$ cat src/rtl/ex_div_if.sv
// EX-stage divider handshake bundle: operands/controls from the pipeline, stall/results back.
// The divider owns stall_req, done and the result buses; the pipeline owns everything else.
interface ex_div_if #(
    parameter int WIDTH = 32
);
    logic             start;
    logic             signed_div;
    logic [WIDTH-1:0] dividend;
    logic [WIDTH-1:0] divisor;
    logic             cancel;
    logic             hold;
    logic             stall_req;
    logic             done;
    logic [WIDTH-1:0] quotient;
    logic [WIDTH-1:0] remainder;

    modport master (
        output start, signed_div, dividend, divisor, cancel, hold,
        input  stall_req, done, quotient, remainder
    );

    modport slave (
        input  start, signed_div, dividend, divisor, cancel, hold,
        output stall_req, done, quotient, remainder
    );
endinterface

$ cat src/rtl/ex_div.sv
// Radix-2 restoring divider (DIV/DIVU): WIDTH+1 cycles start-to-done, 1 cycle on divide-by-zero.
// stall_req holds the pipeline until done; hold keeps done and the results parked in DONE.
module ex_div #(
    parameter int WIDTH = 32
) (
    input  logic    clk,
    input  logic    rst,
    ex_div_if.slave bus
);
    localparam int CW = $clog2(WIDTH);

    typedef enum logic [1:0] {
        S_IDLE = 2'd0,
        S_RUN  = 2'd1,
        S_DONE = 2'd2
    } state_t;

    state_t           state_q, state_d;
    logic [CW-1:0]    cnt_q, cnt_d;
    logic [WIDTH-1:0] rem_q, rem_d;
    logic [WIDTH-1:0] dvd_q, dvd_d;
    logic [WIDTH-1:0] dsr_q, dsr_d;
    logic [WIDTH-1:0] quo_q, quo_d;
    logic [WIDTH-1:0] rmd_q, rmd_d;
    logic             qneg_q, qneg_d;
    logic             rneg_q, rneg_d;
    logic             done_q, done_d;

    logic [WIDTH-1:0] dividend_abs;
    logic [WIDTH-1:0] divisor_abs;
    logic [WIDTH:0]   trial_shift;
    logic [WIDTH-1:0] trial_diff;
    logic             trial_ok;
    logic [WIDTH-1:0] step_rem;
    logic [WIDTH-1:0] step_quo;

    // One restoring step: dvd_q shifts its top bit into the partial remainder
    // while quotient bits fill in from the bottom.
    always_comb begin
        dividend_abs = (bus.signed_div && bus.dividend[WIDTH-1]) ? -bus.dividend : bus.dividend;
        divisor_abs  = (bus.signed_div && bus.divisor[WIDTH-1])  ? -bus.divisor  : bus.divisor;
        trial_shift  = {rem_q, dvd_q[WIDTH-1]};
        trial_ok     = (trial_shift >= {1'b0, dsr_q});
        trial_diff   = trial_shift[WIDTH-1:0] - dsr_q;
        step_rem     = trial_ok ? trial_diff : trial_shift[WIDTH-1:0];
        step_quo     = {dvd_q[WIDTH-2:0], trial_ok};
    end

    always_comb begin
        state_d = state_q;
        cnt_d   = cnt_q;
        rem_d   = rem_q;
        dvd_d   = dvd_q;
        dsr_d   = dsr_q;
        quo_d   = quo_q;
        rmd_d   = rmd_q;
        qneg_d  = qneg_q;
        rneg_d  = rneg_q;
        done_d  = done_q;

        if (bus.cancel) begin
            state_d = S_IDLE;
            done_d  = 1'b0;
            cnt_d   = '0;
        end else begin
            case (state_q)
                S_IDLE: begin
                    done_d = 1'b0;
                    if (bus.start) begin
                        cnt_d  = '0;
                        rem_d  = '0;
                        dvd_d  = dividend_abs;
                        dsr_d  = divisor_abs;
                        qneg_d = (bus.dividend[WIDTH-1] ^ bus.divisor[WIDTH-1]) & bus.signed_div;
                        rneg_d = bus.dividend[WIDTH-1] & bus.signed_div;
                        if (bus.divisor == '0) begin
                            // Divide-by-zero bypasses the iteration entirely.
                            state_d = S_DONE;
                            done_d  = 1'b1;
                            quo_d   = '1;
                            rmd_d   = bus.dividend;
                        end else begin
                            state_d = S_RUN;
                        end
                    end
                end
                S_RUN: begin
                    rem_d = step_rem;
                    dvd_d = step_quo;
                    cnt_d = cnt_q + 1'b1;
                    if (cnt_q == CW'(WIDTH - 1)) begin
                        state_d = S_DONE;
                        done_d  = 1'b1;
                        quo_d   = qneg_q ? -step_quo : step_quo;
                        rmd_d   = rneg_q ? -step_rem : step_rem;
                    end
                end
                S_DONE: begin
                    if (!bus.hold) begin
                        state_d = S_IDLE;
                        done_d  = 1'b0;
                    end
                end
                default: begin
                    state_d = S_IDLE;
                    done_d  = 1'b0;
                end
            endcase
        end
    end

    always_ff @(posedge clk or posedge rst) begin
        if (rst) begin
            state_q <= S_IDLE;
            cnt_q   <= '0;
            rem_q   <= '0;
            dvd_q   <= '0;
            dsr_q   <= '0;
            quo_q   <= '0;
            rmd_q   <= '0;
            qneg_q  <= 1'b0;
            rneg_q  <= 1'b0;
            done_q  <= 1'b0;
        end else begin
            state_q <= state_d;
            cnt_q   <= cnt_d;
            rem_q   <= rem_d;
            dvd_q   <= dvd_d;
            dsr_q   <= dsr_d;
            quo_q   <= quo_d;
            rmd_q   <= rmd_d;
            qneg_q  <= qneg_d;
            rneg_q  <= rneg_d;
            done_q  <= done_d;
        end
    end

    // Stall must cover the very cycle start first appears, hence combinational.
    assign bus.stall_req = bus.start & ~bus.cancel & (state_q != S_DONE) & ~rst;
    assign bus.done      = done_q;
    assign bus.quotient  = quo_q;
    assign bus.remainder = rmd_q;
endmodule

$ cat src/flat_wrapper.sv
// flat-port wrapper written by rule: the top's interface ports become plain ports
module ex_div_flat 
#(
    parameter int WIDTH = 32
)
  (clk, rst, bus_start, bus_signed_div, bus_dividend, bus_divisor, bus_cancel, bus_hold, bus_stall_req, bus_done, bus_quotient, bus_remainder);
  ex_div_if #(.WIDTH(WIDTH)) bus_i ();
  input  logic clk;
  input  logic rst;
  input wire logic [$bits(bus_i.start)-1:0] bus_start;
  input wire logic [$bits(bus_i.signed_div)-1:0] bus_signed_div;
  input wire logic [$bits(bus_i.dividend)-1:0] bus_dividend;
  input wire logic [$bits(bus_i.divisor)-1:0] bus_divisor;
  input wire logic [$bits(bus_i.cancel)-1:0] bus_cancel;
  input wire logic [$bits(bus_i.hold)-1:0] bus_hold;
  output wire logic [$bits(bus_i.stall_req)-1:0] bus_stall_req;
  output wire logic [$bits(bus_i.done)-1:0] bus_done;
  output wire logic [$bits(bus_i.quotient)-1:0] bus_quotient;
  output wire logic [$bits(bus_i.remainder)-1:0] bus_remainder;
  assign bus_i.start = bus_start;
  assign bus_i.signed_div = bus_signed_div;
  assign bus_i.dividend = bus_dividend;
  assign bus_i.divisor = bus_divisor;
  assign bus_i.cancel = bus_cancel;
  assign bus_i.hold = bus_hold;
  assign bus_stall_req = bus_i.stall_req;
  assign bus_done = bus_i.done;
  assign bus_quotient = bus_i.quotient;
  assign bus_remainder = bus_i.remainder;
  ex_div #(.WIDTH(WIDTH)) u_core (.clk(clk), .rst(rst), .bus(bus_i));
endmodule
$ cat config.mk
export PLATFORM = sky130hd
export DESIGN_NAME = ex_div_flat
export DESIGN_NICKNAME = d
export VERILOG_FILES = /design/src/rtl/ex_div_if.sv /design/src/rtl/ex_div.sv /design/src/flat_wrapper.sv
export SDC_FILE = /design/constraint.sdc
export NUM_CORES = 1
export LEC_CHECK = 0
export ABC_AREA = 1
export CORE_UTILIZATION = 45
export DETAILED_ROUTE_END_ITERATION = 10
export GPL_ROUTABILITY_DRIVEN = 0
export PLACE_DENSITY = 0.65
export SYNTH_ARGS = -nofsm -noshare
export SYNTH_HDL_FRONTEND = slang
export SYNTH_SLANG_ARGS = --single-unit
$ cat constraint.sdc
create_clock -name clk -period 7.8 [get_ports clk]
set_clock_uncertainty 0.1 [all_clocks]
set_input_delay 0.78 -clock clk [delete_from_list [all_inputs] [get_ports clk]]
set_output_delay 0.78 -clock clk [all_outputs]
set_load 0.05 [all_outputs]
==> Yosys cells after proc, flatten, opt, wreduce, memory -nomap -nowiden <==
Cells that the tools add are included.
{ "classes": {"n_addsub": 6, "n_lt_le_gt_ge": 1, "n_eq_ne": 10, "mux": 32, "n_bitwise": 8, "n_reduce_logical": 12} }
{ "ops": {"columns": ["op", "n"], "rows": [
  ["32-bit two-way mux", 13],
  ["32-bit one-hot mux with 2 select lines", 4],
  ["32-bit negator", 4],
  ["33-bit by 32-bit >= comparator with 1-bit output", 1],
  ["32-bit logical NOT", 1],
  ["32-bit subtractor", 1],
  ["2-bit two-way mux", 5],
  ["5-bit two-way mux", 2],
  ["5-bit one-hot mux with 2 select lines", 1],
  ["3-bit AND reduction", 3],
  ["3-bit != test, second input constant", 2],
  ["2-bit one-hot mux with 3 select lines", 1],
  ["5-bit by 1-bit adder with 5-bit output, second input constant", 1],
  ["1-bit AND", 5],
  ["5-bit equality test, second input constant", 1],
  ["1-bit two-way mux", 5],
  ["5-bit AND reduction", 1],
  ["2-bit by 1-bit != test with 1-bit output, second input constant", 2],
  ["2-bit != test, second input constant", 2],
  ["2-bit AND reduction", 2],
  ["3-bit by 2-bit != test with 1-bit output, second input constant", 1],
  ["1-bit one-hot mux with 3 select lines", 1],
  ["3-bit nonzero test", 1],
  ["2-bit by 1-bit equality test with 1-bit output, second input constant", 1],
  ["other kinds (6)", 8]
]} }
{ "word_totals": {"reg_bits": 170} }

==> Depth between registers and ports, before layout <==
Gate-level depths: netlist of run 1.
{ "logic_depth": {"depth_word": 6, "ltp_mapped": 30, "mapped_depth_nobuf": 29} }

==> Least setup slack after synthesis of run 1 <==
No wires, ideal clock.
{ "synth_timing": {"kind": "register to register", "from": "reg u_core.rem_q[1]", "to": "reg u_core.quo_q[28], in the netlist u_core.bus.quotient[28]", "arrival_ns": 3.680, "required_ns": 7.582, "setup_slack_ns": 3.902, "path_stages_with_launch": 30, "cell_sequence": "dfrtp_1 -> ha_1 -> nand2_1 -> nand2_1 -> nand2_1 -> nand2_1 -> nand2_1 -> nand3_2 -> nand2_2 -> nand2_2 -> a21oi_1 -> buf_2 -> ha_1 -> inv_1 -> nor3_1 -> nand2_1 -> nor3_1 -> nand2_1 -> nor3_1 -> nand2_1 -> nor3_2 -> nand3_1 -> nor2_1 -> nand3_1 -> inv_1 -> nand3_1 -> nand2_1 -> nand2_1 -> nand3_1 -> nand2_1"} }
{ "synth_via": {"elab_chain_cells": 5} }
{ "synth_rtl": {"columns": ["item", "line_no", "text"], "rows": [
  ["from (decl)", "ex_div.sv:20", "logic [WIDTH-1:0] rem_q, rem_d;"],
  ["from (signal assigned)", "ex_div.sv:127", "rem_q <= rem_d;"],
  ["33-bit by 32-bit >= comparator with 1-bit output", "ex_div.sv:43", "trial_ok = (trial_shift >= {1'b0, dsr_q});"],
  ["32-bit negator", "ex_div.sv:94", "quo_d = qneg_q ? -step_quo : step_quo;"],
  ["32-bit two-way mux", "ex_div.sv:94", null],
  ["32-bit two-way mux", "ex_div.sv:91", "if (cnt_q == CW'(WIDTH - 1)) begin"],
  ["32-bit one-hot mux with 2 select lines", "ex_div.sv:66", "case (state_q)"],
  ["to (signal assigned)", "ex_div.sv:130", "quo_q <= quo_d;"],
  ["to (decl)", "ex_div.sv:23", "logic [WIDTH-1:0] quo_q, quo_d;"]
]} }
Every way passes these cells. The select of a mux whose other input is x is not followed.
A chain may end at the register's enable or synchronous reset.

==> Worst setup path in the final report of run 1 <==
{ "layout_timing": {"from": "reg u_core.dsr_q[6]", "to": "reg u_core.quo_q[28], in the netlist u_core.bus.quotient[28]"} }
{ "layout_via": {"elab_chain_cells": 5} }
{ "layout_rtl": {"columns": ["item", "line_no", "text"], "rows": [
  ["from (decl)", "ex_div.sv:22", "logic [WIDTH-1:0] dsr_q, dsr_d;"],
  ["from (signal assigned)", "ex_div.sv:129", "dsr_q <= dsr_d;"],
  ["33-bit by 32-bit >= comparator with 1-bit output", "ex_div.sv:43", null],
  ["32-bit negator", "ex_div.sv:94", null],
  ["32-bit two-way mux", "ex_div.sv:94", null],
  ["32-bit two-way mux", "ex_div.sv:91", null],
  ["32-bit one-hot mux with 2 select lines", "ex_div.sv:66", null]
]} }
Every way passes these cells. The select of a mux whose other input is x is not followed.

==> run_results.csv, run 1 <==
group,metric,value,unit
power_and_ir_drop,power,7.981,mW
detailed_routing,drt-pass1-iter-count,5,
detailed_routing,drt_iter0_markers,1173,
floorplanning,start_util,0.4627,
setup_path,slowest_delay,0.36,ns
final_layout,final_layout_size_suffix_gt1_frac,0.05335,
place,place_area,0.01502,mm^2
setup_path,arrival,5.03,ns
logic_synthesis,synthTopCellsByArea,"dfrtp_1 (32%), nand2_1 (18%), inv_1 (8.5%), nand3_1 (5.8%), nor2_1 (5.8%)",
timing,maxSlewHeadroom,0.2270,
clock_tree,cts_resized,0,
timing,rsz0062_at_grt,"no",
clock_tree,ctsLongestPathBuffers,2,
setup_path,endpoint_kind,"register",
power_and_ir_drop,p_leak,7.861,nW
clock_tree,root_buffer,"clkbuf_16",
timing,finalSetupViolations,0,
clock_tree,post_cts_buffers,0,
logic_synthesis,synthFlopType,"dfrtp_1",
detailed_routing,drc,0,
final_layout,postLayoutCoreUtil,0.5375,
detailed_routing,postRouteAntennaNets,0,
logic_synthesis,synthesis.nets,2193,
place,dp_hpwl,32.87,mm
detailed_routing,wire_per_inst,16.97,um
timing,min_period_over_period,0.6157,
detailed_routing,via_count,13940,
logic_synthesis,yosys.area.top_type_share,0.3161,
timing,period_minus_slack,4.802,ns
place,port_buffers,135,
logic_synthesis,yosysUniqueCellTypes,65,
timing,max_freq,208.2,MHz
detailed_routing,wl,43.76,mm
clock_tree,cts_tree,"built",
logic_synthesis,yosys_warnings,0,
power_and_ir_drop,vdd_drop_max,0.3403,mV
power_and_ir_drop,p_seq_frac,0.204,
run,cap_violations,0,
clock_tree,clock_sinks,170,
logic_synthesis,ys_top_cells_by_count,"nand2_1 (646), inv_1 (304), nor2_1 (207)",
timing,max_slew.worst_pin.slew,1.149,ns
timing,finalSetupTns,0,ns
setup_path,worst_ep_required_time,8.03,ns
setup_path,worstSetupPathType,"register to register",
clock_tree,htree_levels,4,
clock_tree,postCtsHoldBufs,0,
power_and_ir_drop,p_sw_frac,0.5645,
floorplanning,coreArea,0.02909,mm^2
floorplanning,die_area,0.03060,mm^2
floorplanning,io_pins,136,
timing,finalHoldViolCount,0,
floorplanning,die_h,174.9,um
status,outcome,"completed",
global_routing,grt_util_all_layers,0.2925,
setup_path,cpMaxStageDelayCell,"dfrtp_1",
global_routing,grt_overflow,0,
logic_synthesis,syn-cell-area,0.01346,mm^2
power_and_ir_drop,p_int,3.476,mW
logic_synthesis,yosysSeqAreaShare,0.3161,
final_layout,design_area,0.01564,mm^2
logic_synthesis,async_flop_share,1.000,
power_and_ir_drop,p_comb_frac,0.680,
logic_synthesis,syn_inst,2084,
global_routing,grt_pass1_vias,13180,
final_layout,nFillCells,2961,
clock_tree,clock_latency,0.45,ns
clock_tree,clk_pin_slew,0.07,ns
power_and_ir_drop,p_per_area,510.4,mW/mm^2
final_layout,nets,2290,
floorplanning,die_w,174.9,um
min_path,hp-class,"register to register",
logic_synthesis,synth_edf_count,0,
logic_synthesis,postSynthAreaPerCell,6.458,um^2
place,place_ws,3.114,ns
logic_synthesis,yosysTopAreaCell,"dfrtp_1",
logic_synthesis,ys_ff_latch,170,
global_routing,grt_pass1_wl,70.23,mm
setup_path,start_kind,"register",
logic_synthesis,synth.most_common_cell,"nand2_1",
setup_path,crit_fanout,13,
setup_path,cp_common_cell,"nand2_1",
global_routing,antenna_found_initial,2,
final_layout,synthToLayoutAreaGrowth,16.18,%
clock_tree,cts_inserted_buffers,17,
global_routing,grt_max_degree,93,
floorplanning,std_cell_rows,62,
timing,finalWorstSetupSlack,2.998,ns
power_and_ir_drop,p_clk_frac,0.116,
timing,drv_slew,0,
power_and_ir_drop,p_switching,4.505,mW
detailed_routing,drt-vias-per-instance,5.406,
worst max-delay path, delay by kind of cell, from the launching register on:
family / cells / cell delay (ns)
fa+ha+maj: 2 / 0.50
compound gates: 1 / 0.13
buf+inv: 5 / 0.63
simple gates: 22 / 2.94
flops: 1 / 0.36
path summary, 6_finish.rpt:
check	start	endpoint	slack [ns]	cells after the start
worst max-delay path	u_core.dsr_q[6]	u_core.bus.quotient[28]	3.00	30
worst min-delay path	u_core.bus.remainder[4]	u_core.bus.remainder[4]	0.38	2
worst max register to register	u_core.dsr_q[6]	u_core.bus.quotient[28]	3.00	30
worst min register to register	u_core.bus.remainder[4]	u_core.bus.remainder[4]	0.38	2
max in group asynchronous	rst	u_core.bus.remainder[20]	5.17	3
min in group asynchronous	rst	u_core.bus.quotient[17]	0.81	2
metal layers:
metal	share of wire	track usage	up-vias	wire length, um
li1	-	-	6846	-
met1	0.46	0.4218	6470	20290
met2	0.44	0.4476	553	19100
met3	0.075	0.04308	67	3261
met4	0.025	0.09493	0	1115
met5	0	0	-	0
area by class of cell:
cell class / count / area [um^2] / share of cell area
clock inverters: 12 / 173.9 / 0.01112
clock buffers: 19 / 442.9 / 0.02832
inverters: 314 / 1186 / 0.07585
diodes: 1 / 2.502 / 0.0001600
flip-flops and latches: 170 / 4254 / 0.2720
repair buffers: 147 / 1441 / 0.09217
multi-input cells: 1531 / 7656 / 0.4896
well taps: 384 / 480.5 / 0.03072
power by group through the flow:
stage	sequential [mW]	clock [mW]	combinational [mW]
after floorplan	2.06	0	3.47
after global routing	1.67	0.969	6.01
after global placement	1.62	0	5.29
after detailed placement	1.62	0	5.34
after CTS	1.61	0.933	5.37
final	1.62	0.927	5.43
cells in the final DEF (no fill, tap or decap), types with 5 or more instances in the layout:
cell,netlist,final
inv_6,0,7
nand3_2,5,5
inv_1,304,302
o22ai_1,21,21
buf_4,3,12
xor2_1,49,49
o211ai_1,23,23
nor2_4,4,6
nor3_2,5,5
nand3b_1,10,10
o21ai_0,104,104
nor2_1,207,205
o21a_1,5,5
ha_1,38,38
xnor2_1,10,10
dfrtp_1,170,170
a31oi_1,7,7
and2_1,6,6
nand4_1,36,36
clkdlybuf4s50_1,0,135
nor2_2,12,12
inv_2,5,6
clkbuf_16,0,17
or2_2,9,9
nand2_1,646,646
nand2_2,15,15
o21ai_1,5,5
nor3_1,27,27
a21oi_1,81,81
nand3_1,156,156
sequential cells by signal, indices dropped and copies added, names as in the netlist:
name	count
u_core.bus.quotient	32
u_core.bus.remainder	32
u_core.dsr_q	32
u_core.dvd_q	32
u_core.rem_q	32
u_core.cnt_q	5
u_core.state_q	2
u_core.bus.done	1
u_core.qneg_q	1
u_core.rneg_q	1
kinds of logic (layout without fill, tap and decap cells):
kind of cell / count (synthesis) / count (layout) / synth area share
XOR/XNOR: 59 / 59 / 0.03839
AO/OA/AOI/OAI: 279 / 279 / 0.1209
other: 0 / 1 / 0
adder cells (fa/ha/maj): 39 / 39 / 0.03681
buffers and inverters: 383 / 492 / 0.1168
AND/OR/NAND/NOR: 1154 / 1154 / 0.3711
flip-flops: 170 / 170 / 0.3161
metrics by stage:
stage          hold slack [ns]  instances
2_1_floorplan           0.3530       2084
5_1_grt                 0.4087       2577
3_5_place_dp            0.3651       2546
4_1_cts                 0.3864       2577
6_report                0.3844       2578
3_3_place_gp            0.3642       2546
Power figures use the tool's default switching activity.
==> inputs of run 2 (changes only) <==
Clock period 7.8 ns to 4.8 ns, I/O delays scaled along.
==> run_results.csv, run 2 (same netlist as run 1, synthesis figures left out) <==
group,metric,value,unit
clock_tree,cts_resized,0,
timing,period_minus_slack,4.325,ns
final_layout,fin_cells,2586,
detailed_routing,dr_wl_met3,3.876,mm
clock_tree,htree_levels,4,
final_layout,final_layout_size_suffix_gt1_frac,0.05858,
place,port_buffers,135,
setup_path,crit_buf_inv,2,
final_layout,nFillCells,2967,
final_layout,multi_input_comb_area,0.007679,mm^2
setup_path,critPathTopFamily,"simple AND/OR/NAND/NOR gates",
setup_path,slowest_delay,0.36,ns
setup_path,cp_common_cell,"nand2_1",
setup_path,start_kind,"register",
min_path,hp-class,"register to register",
detailed_routing,drc,0,
power_and_ir_drop,p_leak,7.868,nW
floorplanning,coreArea,0.02909,mm^2
detailed_routing,wl_met2,19.17,mm
final_layout,nets,2298,
power_and_ir_drop,vdd_drop_max,0.4859,mV
setup_path,endpoint_kind,"register",
detailed_routing,postRouteAntennaNets,0,
clock_tree,post_cts_buffers,0,
min_path,min_from,"u_core.dsr_q[24]",
timing,rsz0062_at_grt,"no",
global_routing,grt_overflow,0,
global_routing,grt_pass1_wl,71.44,mm
power_and_ir_drop,p_per_area,824.1,mW/mm^2
timing,holdWs,0.3838,ns
setup_path,startpoint,"u_core.dsr_q[26]",
floorplanning,die_h,174.9,um
final_layout,synthToLayoutAreaGrowth,16.48,%
clock_tree,clk_pin_slew,0.07,ns
power_and_ir_drop,power,12.92,mW
floorplanning,die_area,0.03060,mm^2
clock_tree,postCtsHoldBufs,0,
clock_tree,ctsLongestPathBuffers,2,
status,outcome,"completed",
floorplanning,die_w,174.9,um
final_layout,regArea,0.004254,mm^2
clock_tree,root_buffer,"clkbuf_16",
global_routing,antenna_found_initial,0,
timing,finalSetupViolations,0,
place,place_ws,0.1191,ns
final_layout,n_antenna_cell,0,
timing,finalWorstSetupSlack,0.4745,ns
detailed_routing,top_layer,"met4",
global_routing,grt_pass1_vias,13330,
detailed_routing,wl,44.77,mm
timing,finalSetupTns,0,ns
detailed_routing,drt-vias-per-instance,5.459,
floorplanning,io_pins,136,
setup_path,r2r-start,"u_core.dsr_q[26]",
setup_path,r2r_slack,0.47,ns
clock_tree,clock_latency,0.44,ns
setup_path,arrival,4.54,ns
detailed_routing,drt_iter0_markers,1504,
timing,maxSlewHeadroom,0.2783,
clock_tree,cts_tree,"built",
detailed_routing,wire_per_inst,17.31,um
detailed_routing,drt-met1-wl,20.62,mm
floorplanning,start_util,0.4627,
final_layout,final_common_cell,"nand2_1",
timing,drv_slew,0,
run,cap_violations,0,
setup_path,crit_fanout,5,
floorplanning,std_cell_rows,62,
timing,min_period_over_period,0.9011,
global_routing,grt_util_all_layers,0.2981,
detailed_routing,via_count,14120,
setup_path,worstSetupPathType,"register to register",
clock_tree,clock_sinks,170,
timing,max_slew.worst_pin.slew,1.073,ns
place,dp_hpwl,34.16,mm
final_layout,final_cell_mix,"nand2_1 (646), inv_1 (302), nor2_1 (204)",
clock_tree,cts_inserted_buffers,17,
setup_path,cpMaxStageDelayCell,"ha_1",
setup_path,worst_ep_required_time,5.02,ns
timing,finalHoldViolCount,0,
detailed_routing,drt-pass1-iter-count,7,
timing,max_freq,231.2,MHz
global_routing,grt_max_degree,91,
place,place_inst,2554,
[run 2: cell count changes in the layout (fill, tap and decap cells not counted), moves of 2 or more]
cell and delta:
buf_4 +6, clkinvlp_4 +4, inv_6 -4, bufinv_16 -3, clkinv_4 +3, buf_12 +2
nor3_1 -2
[run 2: power by group]
part,internal [mW],total (mW),switching [mW]
clock network,0.693,1.37,0.673
registers,2.08,2.63,0.547
logic,2.75,8.93,6.17
total,5.53,12.9,7.39
[run 2: worst paths after layout]
| kind | end | depth (start not counted) |
|---|---|---|
| max | u_core.bus.quotient[30] | 25 |
| min | u_core.dsr_q[24] | 2 |
| max reg2reg | u_core.bus.quotient[30] | 25 |
| min reg2reg | u_core.dsr_q[24] | 2 |
| max in group asynchronous | u_core.rem_q[9] | 3 |
| min in group asynchronous | u_core.bus.remainder[15] | 2 |
[run 2: layout make-up]
class,count,share of cell area
Multi-Input combinational cell,1531,0.4898
Sequential cell,170,0.2713
Timing Repair Buffer,155,0.09737
Inverter,314,0.07558
Tap cell,384,0.03065
Clock buffer,20,0.02849
Clock inverter,12,0.006784
[run 2: worst register-to-register path: cells and delay by family, from the launching register on]
| kind | cells | cell delay [ns] |
|---|---|---|
| compound gates | 4 | 0.77 |
| buf+inv | 2 | 0.13 |
| simple gates | 17 | 2.29 |
| fa+ha+maj | 2 | 0.59 |
| flops | 1 | 0.35 |
[run 2: routing by layer]
layer  up-vias  global-route usage
li1       6857                   -
met1      6577              0.4289
met2       607              0.4521
met3        75             0.05440
met4         0             0.09058
met5         -                   0
[run 2: per-stage QoR]
step                instance area [um^2]  utilization
floorplan                          13460            -
global placement                   15100       0.5191
detailed placement                 15100       0.5191
CTS                                15660       0.5382
global route                       15680       0.5389
finish                             15680       0.5389
